==> config.mk <==
export PLATFORM = sky130hd
export DESIGN_NAME = noc_flit_packetizer
export DESIGN_NICKNAME = d
export VERILOG_FILES = /design/src/rtl/noc_flit_packetizer_pkg.sv /design/src/rtl/noc_flit_packetizer_credit.sv /design/src/rtl/noc_flit_packetizer.sv
export SDC_FILE = /design/constraint.sdc
export NUM_CORES = 1
export LEC_CHECK = 0
export CORE_MARGIN = 2
export CORE_UTILIZATION = 29
export CTS_CLUSTER_SIZE = 30
export DETAILED_ROUTE_END_ITERATION = 7
export GPL_TIMING_DRIVEN = 1
export SYNTH_ARGS = -nofsm -noshare
export SYNTH_HDL_FRONTEND = slang
export SYNTH_SLANG_ARGS = --single-unit
==> constraint.sdc <==
create_clock -name clk -period 3.3 [get_ports clk]
set_input_delay 0.66 -clock clk [delete_from_list [all_inputs] [get_ports clk]]
set_output_delay 0.66 -clock clk [all_outputs]
set_load 0.05 [all_outputs]
==> src/rtl/noc_flit_packetizer_pkg.sv <==
// Shared types for the injection-side packetizer: flit labels, FSM states,
// flit layout at the default mesh geometry, and head-flit encode/decode helpers.
package noc_flit_packetizer_pkg;

    localparam int DEF_MESH_SIZE_X   = 9;
    localparam int DEF_MESH_SIZE_Y   = 5;
    localparam int DEF_VC_NUM        = 2;
    localparam int DEF_MAX_PKT_WORDS = 8;

    localparam int DEST_X_W    = (DEF_MESH_SIZE_X > 1) ? $clog2(DEF_MESH_SIZE_X) : 1;
    localparam int DEST_Y_W    = (DEF_MESH_SIZE_Y > 1) ? $clog2(DEF_MESH_SIZE_Y) : 1;
    localparam int PAYLOAD_W   = 64;
    localparam int VC_W        = (DEF_VC_NUM > 1) ? $clog2(DEF_VC_NUM) : 1;
    localparam int LEN_W       = $clog2(DEF_MAX_PKT_WORDS + 1);
    localparam int ADDR_W      = DEST_X_W + DEST_Y_W;
    localparam int FLIT_DATA_W = 2 * ADDR_W + PAYLOAD_W;
    localparam int FLIT_W      = 2 + VC_W + FLIT_DATA_W;

    typedef enum logic [1:0] {
        LBL_HEAD     = 2'd0,
        LBL_BODY     = 2'd1,
        LBL_TAIL     = 2'd2,
        LBL_HEADTAIL = 2'd3
    } flit_label_t;

    typedef enum logic [1:0] {
        IDLE = 2'd0,
        HEAD = 2'd1,
        BODY = 2'd2,
        DROP = 2'd3
    } packetizer_state_t;

    typedef struct packed {
        flit_label_t             label;
        logic [VC_W-1:0]         vc_id;
        logic [FLIT_DATA_W-1:0]  data;
    } flit_t;

    function automatic flit_t encode_head_flit(
        input logic [DEST_X_W-1:0]  x,
        input logic [DEST_Y_W-1:0]  y,
        input logic [ADDR_W-1:0]    src,
        input logic [PAYLOAD_W-1:0] word,
        input flit_label_t          label,
        input logic [VC_W-1:0]      vc
    );
        flit_t f;
        f.label = label;
        f.vc_id = vc;
        f.data  = {x, y, src, word};
        return f;
    endfunction

    function automatic logic [ADDR_W-1:0] decode_packet_destination(input flit_t f);
        return f.data[FLIT_DATA_W-1 -: ADDR_W];
    endfunction

    function automatic logic [ADDR_W-1:0] decode_packet_source(input flit_t f);
        return f.data[FLIT_DATA_W-ADDR_W-1 -: ADDR_W];
    endfunction

endpackage

==> src/rtl/noc_flit_packetizer_credit.sv <==
// Per-VC credit counter: starts full, saturates at BUFFER_DEPTH and flags any
// credit return that would push it past the router buffer depth.
module noc_credit_counter #(
    parameter  int BUFFER_DEPTH = 4,
    localparam int CNT_BITS     = $clog2(BUFFER_DEPTH + 1)
) (
    input  logic                clk,
    input  logic                rst,
    input  logic                inc_i,
    input  logic                dec_i,
    output logic [CNT_BITS-1:0] count_o,
    output logic                nonzero_o,
    output logic                ovf_o
);

    logic [CNT_BITS-1:0] count_q;
    logic [CNT_BITS-1:0] count_d;

    // Next count; a matched inc/dec pair cancels out
    always_comb begin
        count_d = count_q;
        ovf_o   = 1'b0;
        if (inc_i && !dec_i) begin
            if (count_q == CNT_BITS'(BUFFER_DEPTH)) begin
                ovf_o = 1'b1;
            end else begin
                count_d = count_q + CNT_BITS'(1);
            end
        end else if (dec_i && !inc_i && (count_q != {CNT_BITS{1'b0}})) begin
            count_d = count_q - CNT_BITS'(1);
        end else begin
            count_d = count_q;
        end
    end

    // Counter register
    always_ff @(posedge clk) begin
        if (rst) begin
            count_q <= CNT_BITS'(BUFFER_DEPTH);
        end else begin
            count_q <= count_d;
        end
    end

    assign count_o   = count_q;
    assign nonzero_o = (count_q != {CNT_BITS{1'b0}});

endmodule

==> src/rtl/noc_flit_packetizer.sv <==
// Network-interface packetizer: turns a header plus payload words into a
// HEAD/BODY/TAIL (or HEADTAIL) flit train on one credit-gated, round-robin VC.
module noc_flit_packetizer
    import noc_flit_packetizer_pkg::*;
#(
    parameter  int VC_NUM             = 2,
    parameter  int BUFFER_DEPTH       = 4,
    parameter  int MAX_PKT_WORDS      = 8,
    parameter  int PAYLOAD_DATA_WIDTH = 64,
    parameter  int MESH_SIZE_X        = 9,
    parameter  int MESH_SIZE_Y        = 5,
    parameter  int NODE_X             = 0,
    parameter  int NODE_Y             = 0,
    localparam int VC_BITS   = (VC_NUM > 1) ? $clog2(VC_NUM) : 1,
    localparam int LEN_BITS  = $clog2(MAX_PKT_WORDS + 1),
    localparam int DX_BITS   = (MESH_SIZE_X > 1) ? $clog2(MESH_SIZE_X) : 1,
    localparam int DY_BITS   = (MESH_SIZE_Y > 1) ? $clog2(MESH_SIZE_Y) : 1,
    localparam int HDR_BITS  = 2 * (DX_BITS + DY_BITS),
    localparam int FLIT_BITS = 2 + VC_BITS + HDR_BITS + PAYLOAD_DATA_WIDTH
) (
    input  logic                          clk,
    input  logic                          rst,
    input  logic                          hdr_valid_i,
    output logic                          hdr_ready_o,
    input  logic [DX_BITS-1:0]            hdr_x_dest_i,
    input  logic [DY_BITS-1:0]            hdr_y_dest_i,
    input  logic [LEN_BITS-1:0]           hdr_len_i,
    input  logic                          data_valid_i,
    output logic                          data_ready_o,
    input  logic [PAYLOAD_DATA_WIDTH-1:0] data_i,
    output logic                          flit_valid_o,
    output logic [FLIT_BITS-1:0]          flit_o,
    input  logic [VC_NUM-1:0]             credit_i,
    output logic                          busy_o,
    output logic                          err_bad_hdr_o,
    output logic                          err_credit_ovf_o
);

    localparam int CNT_BITS = $clog2(BUFFER_DEPTH + 1);

    packetizer_state_t      state_q, state_d;
    logic [VC_BITS-1:0]     vc_q, vc_d;
    logic [VC_BITS-1:0]     rr_ptr_q, rr_ptr_d;
    logic [LEN_BITS-1:0]    rem_q, rem_d;
    logic [DX_BITS-1:0]     dest_x_q, dest_x_d;
    logic [DY_BITS-1:0]     dest_y_q, dest_y_d;
    logic                   flit_valid_q, flit_valid_d;
    logic [FLIT_BITS-1:0]   flit_q, flit_d;
    logic                   err_bad_hdr_q, err_bad_hdr_d;
    logic                   err_ovf_q, err_ovf_d;

    logic [CNT_BITS-1:0]    credit_count_s [VC_NUM];
    logic [VC_NUM-1:0]      credit_nz_s;
    logic [VC_NUM-1:0]      credit_ovf_s;
    logic [VC_NUM-1:0]      credit_dec_s;
    logic [VC_BITS-1:0]     vc_pick_s;
    logic                   vc_found_s;
    logic                   bad_hdr_s;
    flit_label_t            label_s;

    for (genvar v = 0; v < VC_NUM; v++) begin : g_credit
        noc_credit_counter #(.BUFFER_DEPTH(BUFFER_DEPTH)) u_cnt (
            .clk       (clk),
            .rst       (rst),
            .inc_i     (credit_i[v]),
            .dec_i     (credit_dec_s[v]),
            .count_o   (credit_count_s[v]),
            .nonzero_o (credit_nz_s[v]),
            .ovf_o     (credit_ovf_s[v])
        );
    end

    assign bad_hdr_s = (int'(hdr_x_dest_i) >= MESH_SIZE_X) || (int'(hdr_y_dest_i) >= MESH_SIZE_Y) ||
                       (hdr_len_i == {LEN_BITS{1'b0}}) || (int'(hdr_len_i) > MAX_PKT_WORDS);

    // First VC with credit scanning up from rr_ptr with wrap; rr_ptr itself if none
    always_comb begin
        logic [VC_BITS-1:0] idx;
        vc_pick_s  = rr_ptr_q;
        vc_found_s = 1'b0;
        for (int i = 0; i < VC_NUM; i++) begin
            idx = VC_BITS'((int'(rr_ptr_q) + i) % VC_NUM);
            if (!vc_found_s && (credit_count_s[idx] != {CNT_BITS{1'b0}})) begin
                vc_pick_s  = idx;
                vc_found_s = 1'b1;
            end else begin
                vc_found_s = vc_found_s;
            end
        end
    end

    // Packet FSM: header latch, word acceptance, flit assembly, drop handling
    always_comb begin
        state_d       = state_q;
        vc_d          = vc_q;
        rr_ptr_d      = rr_ptr_q;
        rem_d         = rem_q;
        dest_x_d      = dest_x_q;
        dest_y_d      = dest_y_q;
        flit_valid_d  = 1'b0;
        flit_d        = flit_q;
        err_bad_hdr_d = 1'b0;
        err_ovf_d     = err_ovf_q | (|credit_ovf_s);
        hdr_ready_o   = 1'b0;
        data_ready_o  = 1'b0;
        credit_dec_s  = {VC_NUM{1'b0}};
        label_s       = LBL_BODY;
        case (state_q)
            IDLE: begin
                hdr_ready_o = 1'b1;
                if (hdr_valid_i) begin
                    dest_x_d      = hdr_x_dest_i;
                    dest_y_d      = hdr_y_dest_i;
                    rem_d         = hdr_len_i;
                    vc_d          = vc_pick_s;
                    err_bad_hdr_d = bad_hdr_s;
                    state_d       = bad_hdr_s ? DROP : HEAD;
                end else begin
                    state_d = IDLE;
                end
            end
            HEAD, BODY: begin
                data_ready_o = credit_nz_s[vc_q];
                if (data_valid_i && credit_nz_s[vc_q]) begin
                    credit_dec_s[vc_q] = 1'b1;
                    flit_valid_d       = 1'b1;
                    rem_d              = rem_q - LEN_BITS'(1);
                    if (rem_q == LEN_BITS'(1)) begin
                        label_s  = (state_q == HEAD) ? LBL_HEADTAIL : LBL_TAIL;
                        state_d  = IDLE;
                        rr_ptr_d = VC_BITS'((int'(vc_q) + 1) % VC_NUM);
                    end else begin
                        label_s = (state_q == HEAD) ? LBL_HEAD : LBL_BODY;
                        state_d = BODY;
                    end
                    if (state_q == HEAD) begin
                        flit_d = {label_s, vc_q, dest_x_q, dest_y_q,
                                  DX_BITS'(NODE_X), DY_BITS'(NODE_Y), data_i};
                    end else begin
                        flit_d = {label_s, vc_q, {HDR_BITS{1'b0}}, data_i};
                    end
                end else begin
                    state_d = state_q;
                end
            end
            DROP: begin
                if (rem_q == {LEN_BITS{1'b0}}) begin
                    state_d = IDLE;
                end else begin
                    data_ready_o = 1'b1;
                    if (data_valid_i) begin
                        rem_d   = rem_q - LEN_BITS'(1);
                        state_d = (rem_q == LEN_BITS'(1)) ? IDLE : DROP;
                    end else begin
                        state_d = DROP;
                    end
                end
            end
            default: begin
                state_d = IDLE;
            end
        endcase
    end

    // State and output registers
    always_ff @(posedge clk) begin
        if (rst) begin
            state_q       <= IDLE;
            vc_q          <= {VC_BITS{1'b0}};
            rr_ptr_q      <= {VC_BITS{1'b0}};
            rem_q         <= {LEN_BITS{1'b0}};
            dest_x_q      <= {DX_BITS{1'b0}};
            dest_y_q      <= {DY_BITS{1'b0}};
            flit_valid_q  <= 1'b0;
            flit_q        <= {FLIT_BITS{1'b0}};
            err_bad_hdr_q <= 1'b0;
            err_ovf_q     <= 1'b0;
        end else begin
            state_q       <= state_d;
            vc_q          <= vc_d;
            rr_ptr_q      <= rr_ptr_d;
            rem_q         <= rem_d;
            dest_x_q      <= dest_x_d;
            dest_y_q      <= dest_y_d;
            flit_valid_q  <= flit_valid_d;
            flit_q        <= flit_d;
            err_bad_hdr_q <= err_bad_hdr_d;
            err_ovf_q     <= err_ovf_d;
        end
    end

    assign flit_valid_o     = flit_valid_q;
    assign flit_o           = flit_q;
    assign busy_o           = (state_q != IDLE);
    assign err_bad_hdr_o    = err_bad_hdr_q;
    assign err_credit_ovf_o = err_ovf_q;

endmodule

# ---- Yosys cells after proc, flatten, opt, wreduce, memory -nomap -nowiden
# Cells that the tools add are included.
dict set report classes {
  n_addsub 7
  order_cmp 7
  n_eq_ne 12
  n_mux 45
  bitwise_logic 6
  n_reduce_logical 37
}
# operator n
set ops {}
lappend ops {{two-way mux 78 bit} 1}
lappend ops {{two-way mux 3 bit} 12}
lappend ops {{two-way mux 2 bit} 10}
lappend ops {{two-way mux 4 bit} 4}
lappend ops {{two-way mux 1 bit} 14}
lappend ops {{!= test 2 bit (second input constant)} 6}
lappend ops {{case mux 4 bit (3 select lines)} 1}
lappend ops {{nonzero test 3 bit} 4}
lappend ops {{logical AND 1 bit} 9}
lappend ops {{logical NOT 4 bit} 2}
lappend ops {{AND reduction 2 bit} 4}
lappend ops {{adder 3 x 1 -> 3 bit (second input constant)} 2}
lappend ops {{== test 3 bit (second input constant)} 2}
lappend ops {{case mux 2 bit (3 select lines)} 1}
lappend ops {{nonzero test 2 bit} 3}
lappend ops {{OR reduction 2 bit} 3}
lappend ops {{subtractor 3 x 1 -> 3 bit (second input constant)} 2}
lappend ops {{logical NOT 1 bit} 5}
lappend ops {{== test 2 bit (second input constant)} 2}
lappend ops {{== test 4 x 1 -> 1 bit (second input constant)} 1}
lappend ops {{greater-or-equal comparator 2 bit (second input constant)} 2}
lappend ops {{greater-or-equal comparator 4 bit (second input constant)} 1}
lappend ops {{greater-than comparator 4 bit (second input constant)} 1}
lappend ops {{inverter 1 -> 2 bit} 2}
lappend ops {{15 further kinds} 20}
dict set report totals {
  reg_bits 105
  output_inout_bits 87
  elab_cells 126
}

# ---- Depth between registers and ports, before layout
# Gate-level depths: netlist of run 1.
dict set report depth {
  ltp_word 11
  depth_mapped 10
  mapped_depth_nobuf 9
}

# ---- Cells and area by module
# A second synthesis of run 1 with hierarchy kept.
dict set report hier_totals {
  hier_cells 500
  area_unflattened_um2 4007.6
}
# module n_inst cells_each area_each_um2 seq_area_each_um2
set by_module_without_submodules {}
lappend by_module_without_submodules {noc_flit_packetizer 1 450 3567.2 1841.8}
lappend by_module_without_submodules {noc_credit_counter 2 25 220.2 60.1}

# ---- Worst setup path before layout of run 1
# Ideal clock, no wire load.
dict set report synth_timing {
  kind {register -> output}
  from {reg state_q[0]}
  to {out data_ready_o}
  arrival_time_ns 1.773
  required_time_ns 2.640
  path_slack_ns 0.867
  path_stages_with_launch 5
  cell_sequence {dfxtp_1 > inv_1 > ha_1 > clkbuf_1 > nor2_1}
}
dict set report synth_between {
  elab_chain_cells 3
}
# item line_no
set synth_lines {}
lappend synth_lines {{start, declared} noc_flit_packetizer.sv:41} ;# packetizer_state_t state_q, state_d;
lappend synth_lines {{start signal, assigned} noc_flit_packetizer.sv:179} ;# state_q <= state_d;
lappend synth_lines {{== test 2 x 1 -> 1 bit / == test 2 bit (equally long branches)} noc_flit_packetizer.sv:108} ;# case (state_q)
lappend synth_lines {{OR reduction 2 bit} noc_flit_packetizer.sv:108}
lappend synth_lines {{case mux 1 bit (2 select lines) *} noc_flit_packetizer.sv:108}
lappend synth_lines {{end, declared} noc_flit_packetizer.sv:29} ;# output logic data_ready_o,
# Every way passes the cells marked *; elsewhere a longest branch is shown, timed or not.

# ---- Final worst setup path of run 1
dict set report layout_timing {
  from {reg vc_q}
  to {out data_ready_o}
}
dict set report layout_between {
  elab_chain_cells 3
}
# item line_no
set layout_lines {}
lappend layout_lines {{start, declared} noc_flit_packetizer.sv:42} ;# logic [VC_BITS-1:0] vc_q, vc_d;
lappend layout_lines {{start signal, assigned} noc_flit_packetizer.sv:169} ;# vc_q <= {VC_BITS{1'b0}};
lappend layout_lines {{start signal, assigned} noc_flit_packetizer.sv:180} ;# vc_q <= vc_d;
lappend layout_lines {{two-way mux 1 bit (implied by the code) (2 in series)} noc_flit_packetizer.sv:123} ;# data_ready_o = credit_nz_s[vc_q];
lappend layout_lines {{case mux 1 bit (2 select lines)} noc_flit_packetizer.sv:108}
# Every way passes these cells. The select of a mux whose other input is x is not followed.

==> results of run 1 <==
-- registers in the layout (all words and copies together), names as in the netlist --
name / flops
flit_o: 74
g_credit.u_cnt.count_o: 6
dest_x_q: 4
rem_q: 4
dest_y_q: 3
state_q: 2
err_bad_hdr_o: 1
err_credit_ovf_o: 1
flit_valid_o: 1
rr_ptr_q: 1
vc_q: 1
-- kinds of logic (layout without fill, tap and decap cells) --
logic type / count (synthesis) / after routing / synth area share
AOI/OAI and AO/OA: 126 / 126 / 0.198
xor gates and xnor gates: 2 / 2 / 0.00410
adders and majority gates: 8 / 8 / 0.0269
buffers and inverters: 50 / 192 / 0.0714
DFF: 98 / 98 / 0.459
muxes: 2 / 2 / 0.00469
other: 1 / 7 / 0.000878
and+or+nand+nor: 211 / 211 / 0.235
-- path summary, 6_finish.rpt --
check	start	endpoint	depth (start not counted)	slack, ns
min	flit_o[76]	flit_o[76]	2	0.45
max reg2reg	state_q[0]	g_credit[1].u_cnt.count_o[2]	8	0.93
min reg2reg	flit_o[76]	flit_o[76]	2	0.45
max	vc_q	data_ready_o	5	0.23
-- layout make-up --
type                       count  area (µm²)  share of cell area
tap                          184         230              0.0366
clock inverter                 6         111              0.0177
sequential                    98        1960               0.312
clock buffer                  10         239              0.0380
multi-input combinational    356        2030               0.323
inverter                      11        41.3             0.00656
timing repair buffer         165        1670               0.266
-- power breakdown --
group | switching [mW] | internal [mW]
registers | 0.219 | 1.46
logic | 1.76 | 0.938
clock network | 0.459 | 0.763
total | 2.43 | 3.16
-- synth_stat cells, types with 4 or more instances --
cell        n  area share
a22oi_1     4      0.0070
clkbuf_1   20       0.018
ha_1        6       0.018
nor2_1     13       0.011
buf_4       9       0.016
o21ai_0     8      0.0094
nor3_1      9       0.011
buf_12      4       0.019
nand2_2    31       0.045
nand3_1     9       0.011
nand2_1   127        0.11
a21oi_2    30       0.061
dfxtp_1    98        0.46
a21oi_1    55       0.064
o31ai_1     7       0.012
inv_1      11      0.0097
-- routing by layer --
metal | GRT usage | up-vias
met3 | 0.0359 | 17
met5 | 0 | -
li1 | - | 1950
met2 | 0.247 | 116
met4 | 0.0556 | 0
met1 | 0.187 | 1778
-- worst reg2reg max path, delay by kind of cell, from the launching register on --
family / cells / cell delay, ns
AO/OA/AOI/OAI: 3 / 0.81
AND/OR/NAND/NOR: 2 / 0.27
adder cells (fa/ha/maj): 2 / 0.75
buffers and inverters: 1 / 0.06
flip-flops: 1 / 0.39
==> impl_metrics.toml, run 1 <==
[place]
gp_congestion = 0.761
port_buffers = 160
dp.cells = 814
place_ws_ns = 0.562
placed_cell_area_um2 = 5940
dp_hpwl_um = 8440

[clock_network]
cts_buffers = 9
clk_path_buf_depth = 2
post_cts_resized = 0
ctsHtreeMaxLevel = 3
cts_root_buf = "clkbuf_16"
clkSinkCount = 98
clk_latency_ns = 0.34
cts_tree = "yes"
cts_setup_buffers = 0
cts_hold_buf = 0
clk_pin_slew_ns = 0.07

[worst_hold_path]
hold_path.class = "reg2reg"

[floorplan]
coreArea_um2 = 14500
fp.dieW_um = 125
core.rowCount = 44
start_util = 0.295
dieHeight_um = 125
io_pins = 168
die_area_um2 = 15700

[critical_path]
critical_path.max_fanout = 11
worstPathRequired_ns = 2.64
cp_top_family = "buffers and inverters"
end_kind = "primary output"
arrival_ns = 2.41
path_class = "reg2out"
max_stage_delay_ns = 0.72
critPathBufInv = 1
cp_cell_sequence = "nor4b_4 -> nor2_1 -> a22oi_1 -> nor2_1 -> clkdlybuf4s50_1"
slowest_stage = "clkdlybuf4s50_1"
start_kind = "flop"
path_common_cell = "nor2_1"

[sta]
maxSlewHeadroom = 0.587
slew_viol_final = 0
skew_ns = 0.00507
setup_viol = 0
rsz0062_at_grt = "false"
hold_viol_final = 0
layout_setup_ws_ns = 0.226
min_period_over_period = 0.932
min_period_ns = 3.07
hold_ws_ns = 0.453
tns_ns = 0
fmax_ghz = 0.325
worst_slew_pin_slew_ns = 0.618

[synthesis]
ys_seq_area_frac = 0.459
synth_seq_cells = 98
synth-async-reset-ratio = 0
synth_area_per_cell_um2 = 8.58
synth_cells = 498
syn_area_um2 = 4270
ys_types = 53
synth_warnings = 0
synth_ff_type = "dfxtp_1"
synth-edff-count = 0

[global_route]
grt_pass1_wl_um = 19100
gr-total-overflow = 0
track_usage = 0.148
antenna_found_initial = 0
grt_max_degree = 42
grt_pass1_vias = 3785

[cells_and_area]
n_antenna_cell = 0
mostFrequentLayoutCells = "159 x clkdlybuf4s50_1, 127 x nand2_1, 98 x dfxtp_1"
syn2layout_area_growth_pct = 47.2
drive_gt1_frac = 0.147
final_area_um2 = 6290
n_fill_cell = 1403
final_core_util = 0.434
stdcell_count = 830
final_common_cell = "clkdlybuf4s50_1"
nNetsFinal = 730

[route]
wl_met2_um = 5750
first_iter_violations = 206
drt_wl_total_um = 11900
route.met3.wl_um = 688
detail-route-antenna-nets = 0
route.detailed.drc = 0
top_layer = "met4"
wl_per_cell_um = 14.3
drt-met1-wl_um = 5210
avgViaCountPerCell = 4.65
drtPass1Iterations = 4
num_vias = 3861

[power]
fin_total_pwr_mw = 5.59
irDropWorstVdd_mv = 0.359
p_leak_nw = 2.17
p_per_area_nw_per_um2 = 889

[job]
drv_cap = 0

[outcome]
status = "complete, no violations"
No activity file was read; power rests on OpenSTA's default activity.
==> run 2, diff against run 1 <==
==> constraint.sdc (replaced) <==
create_clock -name clk -period 3.35 [get_ports clk]
set_input_delay 0.67 -clock clk [delete_from_list [all_inputs] [get_ports clk]]
set_output_delay 0.67 -clock clk [all_outputs]
set_load 0.05 [all_outputs]
==> impl_metrics.toml, run 2 (same netlist as run 1, synthesis figures left out) <==
[global_route]
antenna_found_initial = 0
track_usage = 0.144
grt_pass1_vias = 3758
grt_max_degree = 52
gr-total-overflow = 0
grt_pass1_wl_um = 18700

[critical_path]
critical_path.max_fanout = 11
start_kind = "flop"
crit_cells = 5
end_kind = "primary output"
critPathBufInv = 1
path_common_cell = "nor2_1"
cp-startpoint = "vc_q"
max_stage_delay_ns = 0.72
worstPathRequired_ns = 2.68
arrival_ns = 2.41
r2r_start = "state_q[0]"
cp_top_family = "buffers and inverters"
reg2reg_depth = 8
cp_cell_sequence = "nor4b_4 -> nor2_1 -> a22oi_1 -> nor2_1 -> clkdlybuf4s50_1"
path_class = "reg2out"
slowest_stage = "clkdlybuf4s50_1"

[cells_and_area]
n_antenna_cell = 0
largest_register_ffs = 74
syn2layout_area_growth_pct = 45.6
mostFrequentLayoutCells = "159 x clkdlybuf4s50_1, 127 x nand2_1, 98 x dfxtp_1"
drive_gt1_frac = 0.146
stdcell_count = 830
nNetsFinal = 730
final_common_cell = "clkdlybuf4s50_1"

[sta]
fmax_ghz = 0.325
tns_ns = 0
maxSlewHeadroom = 0.622
hold_ws_ns = 0.451
setup_viol = 0
min_period_over_period = 0.919
skew_ns = 0.00516
hold_viol_final = 0
rsz0062_at_grt = "false"
worst_slew_pin_slew_ns = 0.562
min_period_ns = 3.08
slew_viol_final = 0

[clock_network]
cts_buffers = 9
cts_root_buf = "clkbuf_16"
clk_latency_ns = 0.33
cts_setup_buffers = 0
ctsHtreeMaxLevel = 3
clk_pin_slew_ns = 0.07
clk_path_buf_depth = 2
cts_hold_buf = 0
clkSinkCount = 98
cts_tree = "yes"
post_cts_resized = 0

[worst_hold_path]
hold_depth = 2
hold_path.class = "reg2reg"
holdCritStartpoint = "flit_o[76]"

[floorplan]
io_pins = 168
fp.dieW_um = 125
core.rowCount = 44
dieHeight_um = 125
coreArea_um2 = 14500
start_util = 0.295
die_area_um2 = 15700

[place]
port_buffers = 160
gp_congestion = 0.762
dp_hpwl_um = 8220
dp.cells = 814

[route]
first_iter_violations = 186
route.met3.wl_um = 605
drtPass1Iterations = 4
wl_per_cell_um = 13.7
avgViaCountPerCell = 4.64
route.detailed.drc = 0
detail-route-antenna-nets = 0
top_layer = "met4"
drt_wl_total_um = 11400
wl_met2_um = 5670
drt-met1-wl_um = 5080
num_vias = 3851

[power]
p_leak_nw = 2.15
p_per_area_nw_per_um2 = 851
irDropWorstVdd_mv = 0.272

[outcome]
status = "complete, no violations"

[job]
drv_cap = 0
## run 2: changes by cell type in the layout (fill, tap and decap cells not counted)
cell        previous run  this run
clkinvlp_4             1         0
clkbuf_1               0         1
bufinv_16              3         1
clkbuf_8               1         2
clkinv_2               1         2
buf_4                  3         5
buf_12                 3         1
## run 2: area by class of cell
type                       instances  area, µm²
clock inverter                     4       48.8
clock buffer                      12        256
timing repair buffer             165       1650
multi-input combinational        356       2030
tap                              184        230
inverter                          11       41.3
sequential                        98       1960
fill                            1432       8260
## run 2: report_power, final
| part | internal (mW) | switching [mW] |
|---|---|---|
| registers | 1.43 | 0.217 |
| logic | 0.892 | 1.70 |
| clock network | 0.620 | 0.430 |
| total | 2.95 | 2.35 |
## run 2: worst min-delay path, cell delays in order, from the launching register on
cell     delay (ns)
dfxtp_1        0.31
nand2_1        0.05
a21oi_1        0.05
## run 2: stage by stage
step	cell area, µm²	util	power, mW	worst slack, ns
after global placement	5920	0.409	4.24	0.643
final	6220	0.430	5.29	0.272
after detailed placement	5920	0.409	4.28	0.597
after CTS	6220	0.430	5.36	0.239
after floorplan	4300	-	3.61	0.907
after global routing	6220	0.430	5.63	0.125
## run 2: worst paths after layout
path | endpoint | slack [ns]
worst max-delay path | data_ready_o | 0.27
worst min-delay path | flit_o[76] | 0.45
worst max register to register | g_credit[1].u_cnt.count_o[2] | 1.00
worst min register to register | flit_o[76] | 0.45
## run 2: layer usage
layer	GRT usage	vias up
li1	-	1942
met1	0.179	1799
met2	0.250	106
met3	0.0402	4
met4	0.0294	0
met5	0	-
